`src/rtl/asym_fifo_write_wider.sv`:
```
// Purpose : width-converting FIFO; wide words written on port A, emitted as narrow
//           slices (slice 0 = least significant) on a registered valid/ready port B.
// Latency : word written at edge k into an empty FIFO appears as slice 0 after edge k+1.
// Backpr. : doB/validB hold while readyB=0; writes while full are dropped and flag overflow.
//
// Ports:
//   clk, rst        single rising-edge clock, asynchronous active-high reset
//   clear           synchronous flush (pointers, level, output valid, overflow)
//   weA, diA        wide-word write request and data
//   full, level     registered occupancy in wide words (full when level == SIZEA)
//   doB, validB     registered narrow output slice and its valid flag
//   readyB          consumer accepts doB (ignored while validB=0)
//   overflow        sticky flag: a write was dropped because the FIFO was full
module asym_fifo_write_wider #(
    parameter int DATAWIDTHA = 128,
    parameter int DATAWIDTHB = 32,
    parameter int SIZEA      = 16,
    parameter int ADDRWIDTHA = 4
) (
    input  logic                  clk,
    input  logic                  rst,
    input  logic                  clear,
    input  logic                  weA,
    input  logic [DATAWIDTHA-1:0] diA,
    output logic                  full,
    output logic [ADDRWIDTHA:0]   level,
    output logic [DATAWIDTHB-1:0] doB,
    output logic                  validB,
    input  logic                  readyB,
    output logic                  overflow
);

    localparam int RATIO = DATAWIDTHA / DATAWIDTHB;
    localparam int SLW   = $clog2(RATIO);

    localparam logic [ADDRWIDTHA:0]   LVL_ONE  = 1;
    localparam logic [ADDRWIDTHA:0]   LVL_FULL = (ADDRWIDTHA + 1)'(SIZEA);
    localparam logic [ADDRWIDTHA-1:0] PTR_ONE  = 1;
    localparam logic [SLW-1:0]        SL_ONE   = 1;
    localparam logic [SLW-1:0]        SL_LAST  = SLW'(RATIO - 1);

    // Storage is deliberately not reset; only locations that were written and
    // are still counted in level are ever read.
    logic [DATAWIDTHA-1:0] mem [SIZEA];

    logic [ADDRWIDTHA-1:0] wr_ptr;
    logic [ADDRWIDTHA-1:0] rd_ptr;
    logic [SLW-1:0]        slice_idx;

    logic                  wr_acc;
    logic                  nonempty;
    logic                  load;
    logic                  free_word;
    logic [ADDRWIDTHA:0]   level_nxt;
    logic [DATAWIDTHA-1:0] rd_word;
    logic [DATAWIDTHB-1:0] slice_dat;

    // Acceptance uses the registered full flag, so a word freed on the same
    // edge does not make room for a write yet.
    assign wr_acc    = weA & ~full & ~clear;
    assign nonempty  = (level != '0);
    assign load      = nonempty & (~validB | readyB);
    assign free_word = load & (slice_idx == SL_LAST);
    assign rd_word   = mem[rd_ptr];

    always_comb begin
        slice_dat = '0;
        for (int i = 0; i < RATIO; i++) begin
            if (slice_idx == SLW'(i)) begin
                slice_dat = rd_word[i*DATAWIDTHB +: DATAWIDTHB];
            end
        end
    end

    // Simultaneous accept and free cancel out.
    always_comb begin
        level_nxt = level;
        if (wr_acc && !free_word) begin
            level_nxt = level + LVL_ONE;
        end else if (!wr_acc && free_word) begin
            level_nxt = level - LVL_ONE;
        end
    end

    always_ff @(posedge clk) begin
        if (wr_acc) begin
            mem[wr_ptr] <= diA;
        end
    end

    always_ff @(posedge clk or posedge rst) begin
        if (rst) begin
            wr_ptr    <= '0;
            rd_ptr    <= '0;
            slice_idx <= '0;
            level     <= '0;
            full      <= 1'b0;
            doB       <= '0;
            validB    <= 1'b0;
            overflow  <= 1'b0;
        end else if (clear) begin
            // doB is left as-is; it is meaningless while validB=0.
            wr_ptr    <= '0;
            rd_ptr    <= '0;
            slice_idx <= '0;
            level     <= '0;
            full      <= 1'b0;
            validB    <= 1'b0;
            overflow  <= 1'b0;
        end else begin
            if (wr_acc) begin
                wr_ptr <= wr_ptr + PTR_ONE;
            end
            if (weA && full) begin
                overflow <= 1'b1;
            end

            if (load) begin
                doB    <= slice_dat;
                validB <= 1'b1;
                if (free_word) begin
                    slice_idx <= '0;
                    rd_ptr    <= rd_ptr + PTR_ONE;
                end else begin
                    slice_idx <= slice_idx + SL_ONE;
                end
            end else if (validB && readyB) begin
                validB <= 1'b0;
            end

            level <= level_nxt;
            full  <= (level_nxt == LVL_FULL);
        end
    end

endmodule

```
`config.mk`:
```
export PLATFORM = sky130hd
export DESIGN_NAME = asym_fifo_write_wider
export DESIGN_NICKNAME = d
export VERILOG_FILES = /design/src/rtl/asym_fifo_write_wider.sv
export SDC_FILE = /design/constraint.sdc
export NUM_CORES = 2
export LEC_CHECK = 0
export ABC_AREA = 1
export CAP_MARGIN = 0
export CORE_MARGIN = 4
export CORE_UTILIZATION = 40
export CTS_CLUSTER_DIAMETER = 30
export DETAILED_ROUTE_END_ITERATION = 8
export PLACE_DENSITY = 0.62
export SYNTH_ARGS = -nofsm -noshare
export SYNTH_HDL_FRONTEND = slang
export SYNTH_SLANG_ARGS = --single-unit
```
`constraint.sdc`:
```
create_clock -name clk -period 12.5 [get_ports clk]
set_input_delay 3.75 -clock clk [delete_from_list [all_inputs] [get_ports clk]]
set_output_delay 3.75 -clock clk [all_outputs]
set_load 0.05 [all_outputs]
```
==> metrics <==
Avg WL per Cell=22.2 um; Period Utilization, post-route=0.547; Synth Cell Area=86,400 um^2; TritonRoute pass-1 iters=6; Post-Place Worst Slack=4.70 ns; clock latency on the worst-skew pair=0.95 ns; CTS tree=yes; Synthesis Warnings=0; ratio of cells with drive above 1 in the final layout=0.0944; clk_skew=0.0710 ns; Hold WC Path Type=flop to flop; Worst path most repeated cell=buf_4; clock sink total=2,098; starting density of the core=0.402; pwr/cell area=196 nW/um^2; DRC viols=0; worst path cell trace=clkdlybuf4s50_1 > inv_1 > nand3_1 > nor2_4 > buf_4 > buf_4; flop and latch count out of synthesis=2,098; DR vias=58,613; CP endpoint kind=flop; Worst VDD drop=178 uV; maximum number of pins on one net before global-route repair=184; GR peak layer=met2; CTS resizes=0; Total GRT Usage=0.216; hold_ws=0.483 ns; PortBufs=172; relative slew slack=0.154; synthesized area per cell=11.3 um^2; Post-CTS Repair Setup Buffers=0; worst path bufs/invs=4; status=complete, no violations; Unique masters post-synth=29; clk slew on worst S/H paths=0.05 ns; Slowest cell on crit path=nor2_4; first-pass GRT wire length=364,000 um; Final Setup Violations=0; Fmax=146 MHz; Final Slew Violations=0; max_cap viols=0; Ports=173; vias per inst=5.30; Register Area=62,800 um^2; Num CTS Buffers=435; pin slew with the least headroom to its limit=1.27 ns; CTS Hold Bufs=0; syn_nets=7,767; vias in the first global route=57,285; Critical Path AT=7.36 ns; GPL Wtd Cong=0.810; CP required=13.02 ns; number of synthesized flops with an enable pin=2,048; Critical Path Source Type=input pin; area of the core=215,000 um^2; grt total ovfl=0; CP max FO=35; post-detailed-routing wire length=246,000 um; chip width=473 um; initial antenna violation count=26; CP top delay family=buffers and inverters; Die H=473 um; Post-DP HPWL=125,000 um; Largest stage delay, worst path=0.89 ns; Std-Cell Rows=170; Setup WS post-layout=5.66 ns; M1 GR Usage=0.288; fill count=18,353; Seq/Total Area, Yosys=0.727; Area growth syn-to-layout=21.7%; Gate Count Post-Synth=7,623; final hold vios=0; setup TNS=0 ns; main flop type after synthesis=edfxtp_1; antenna-violating nets left=0; multi-input logic area=19,300 um^2; static leakage=40.0 nW; Nets=8,015; CTS root buf=clkbuf_16; Period minus WS final=6.84 ns; full die area=223,000 um^2; grt met3 use=0.0427; Initial DRC Count=6,449; clock tree buffer depth=4; H-tree levels=5; Post-synth ARST share=0.0238; RSZ-0062 raised after global routing=no; critical path class=input pin to flop; met2 Use GR=0.345
==> sequential cells by signal, summed over array words and instances (netlist names) <==
name       cells
overflow       1
slice_idx      2
full           1
validB         1
level          5
wr_ptr         4
mem         2048
rd_ptr         4
doB           32
==> cell type report <==
cell class	count	share of cell area
inverter	642	0.0233
antenna	11	0.000262
clock buffer	509	0.108
timing repair buffer	257	0.0246
clock inverter	276	0.0292
sequential	2098	0.597
tap	2838	0.0338
multi-input combinational	4437	0.184
==> synthesized netlist by cell type, drive strengths merged (16+ instances only) <==
cell type	n	area (um^2)
nand2	2317	8700
edfxtp	2048	61500
nand3	904	4520
inv	635	2390
nor2	508	1910
o21ai	420	2100
buf	296	1490
clkbuf	150	563
o22ai	79	494
o211ai	73	548
a21oi	69	345
dfrtp	50	1250
a21boi	16	120
==> through the flow <==
stage | utilization | power (W) | cell area [um^2] | std cells
3_3_place_gp | 0.422 | 0.00943 | 90600 | 10272
5_1_grt | 0.490 | 0.0212 | 105000 | 11059
2_1_floorplan | - | 0.00870 | 86400 | 7623
3_5_place_dp | 0.422 | 0.00944 | 90600 | 10272
6_report | 0.490 | 0.0206 | 105000 | 11068
4_1_cts | 0.490 | 0.0207 | 105000 | 11057
==> cell usage in the layout, fill, tap and decap left out, types with 22 or more instances in the layout <==
cell type,count
nand2_1,2317
edfxtp_1,2048
nand3_1,904
inv_1,628
nor2_1,489
clkbuf_16,442
o21ai_0,390
clkdlybuf4s50_1,172
o22ai_1,79
clkinv_2,78
clkinv_1,74
o211ai_1,73
a21oi_1,69
buf_4,67
clkbuf_1,60
bufinv_16,59
dfrtp_1,46
o21ai_1,30
clkinvlp_4,30
clkinv_4,22
==> layer usage <==
metal / wire [um] / vias to the layer above
met4: 9790 / 14
met1: 99000 / 28720
met2: 116000 / 2682
li1: - / 26630
met5: 102 / -
met3: 21200 / 567
==> path summary, 6_finish.rpt <==
path	start	depth (start not counted)	endpoint	slack, ns
worst max-delay path	clear	6	mem[5][51]	5.66
worst min-delay path	doB[19]	2	doB[19]	0.48
worst max register to register	rd_ptr[0]	15	doB[19]	7.34
worst min register to register	doB[19]	2	doB[19]	0.48
max in group asynchronous	rst	3	doB[27]	8.46
min in group asynchronous	rst	3	overflow	3.34
==> kinds of logic after synthesis <==
kind of cell | synth area share
compound gates | 0.0434
xor+xnor | 0.000203
fa+ha+maj | 0.00159
buf+inv | 0.0517
flops | 0.727
simple gates | 0.176
==> worst min-delay path: stages (launching register included) <==
cell and delay, ns:
dfrtp_1 0.34, nand2_1 0.05, nand2_1 0.06
==> power by group <==
part | leakage, nW | total (W) | switching, W | internal [W]
logic | 13.9 | 0.00141 | 0.00109 | 0.000320
registers | 19.1 | 0.00793 | 0.0000725 | 0.00786
clock network | 7.02 | 0.0113 | 0.00360 | 0.00765
total | 40.0 | 0.0206 | 0.00476 | 0.0158
(Power assumes the default switching activity.)
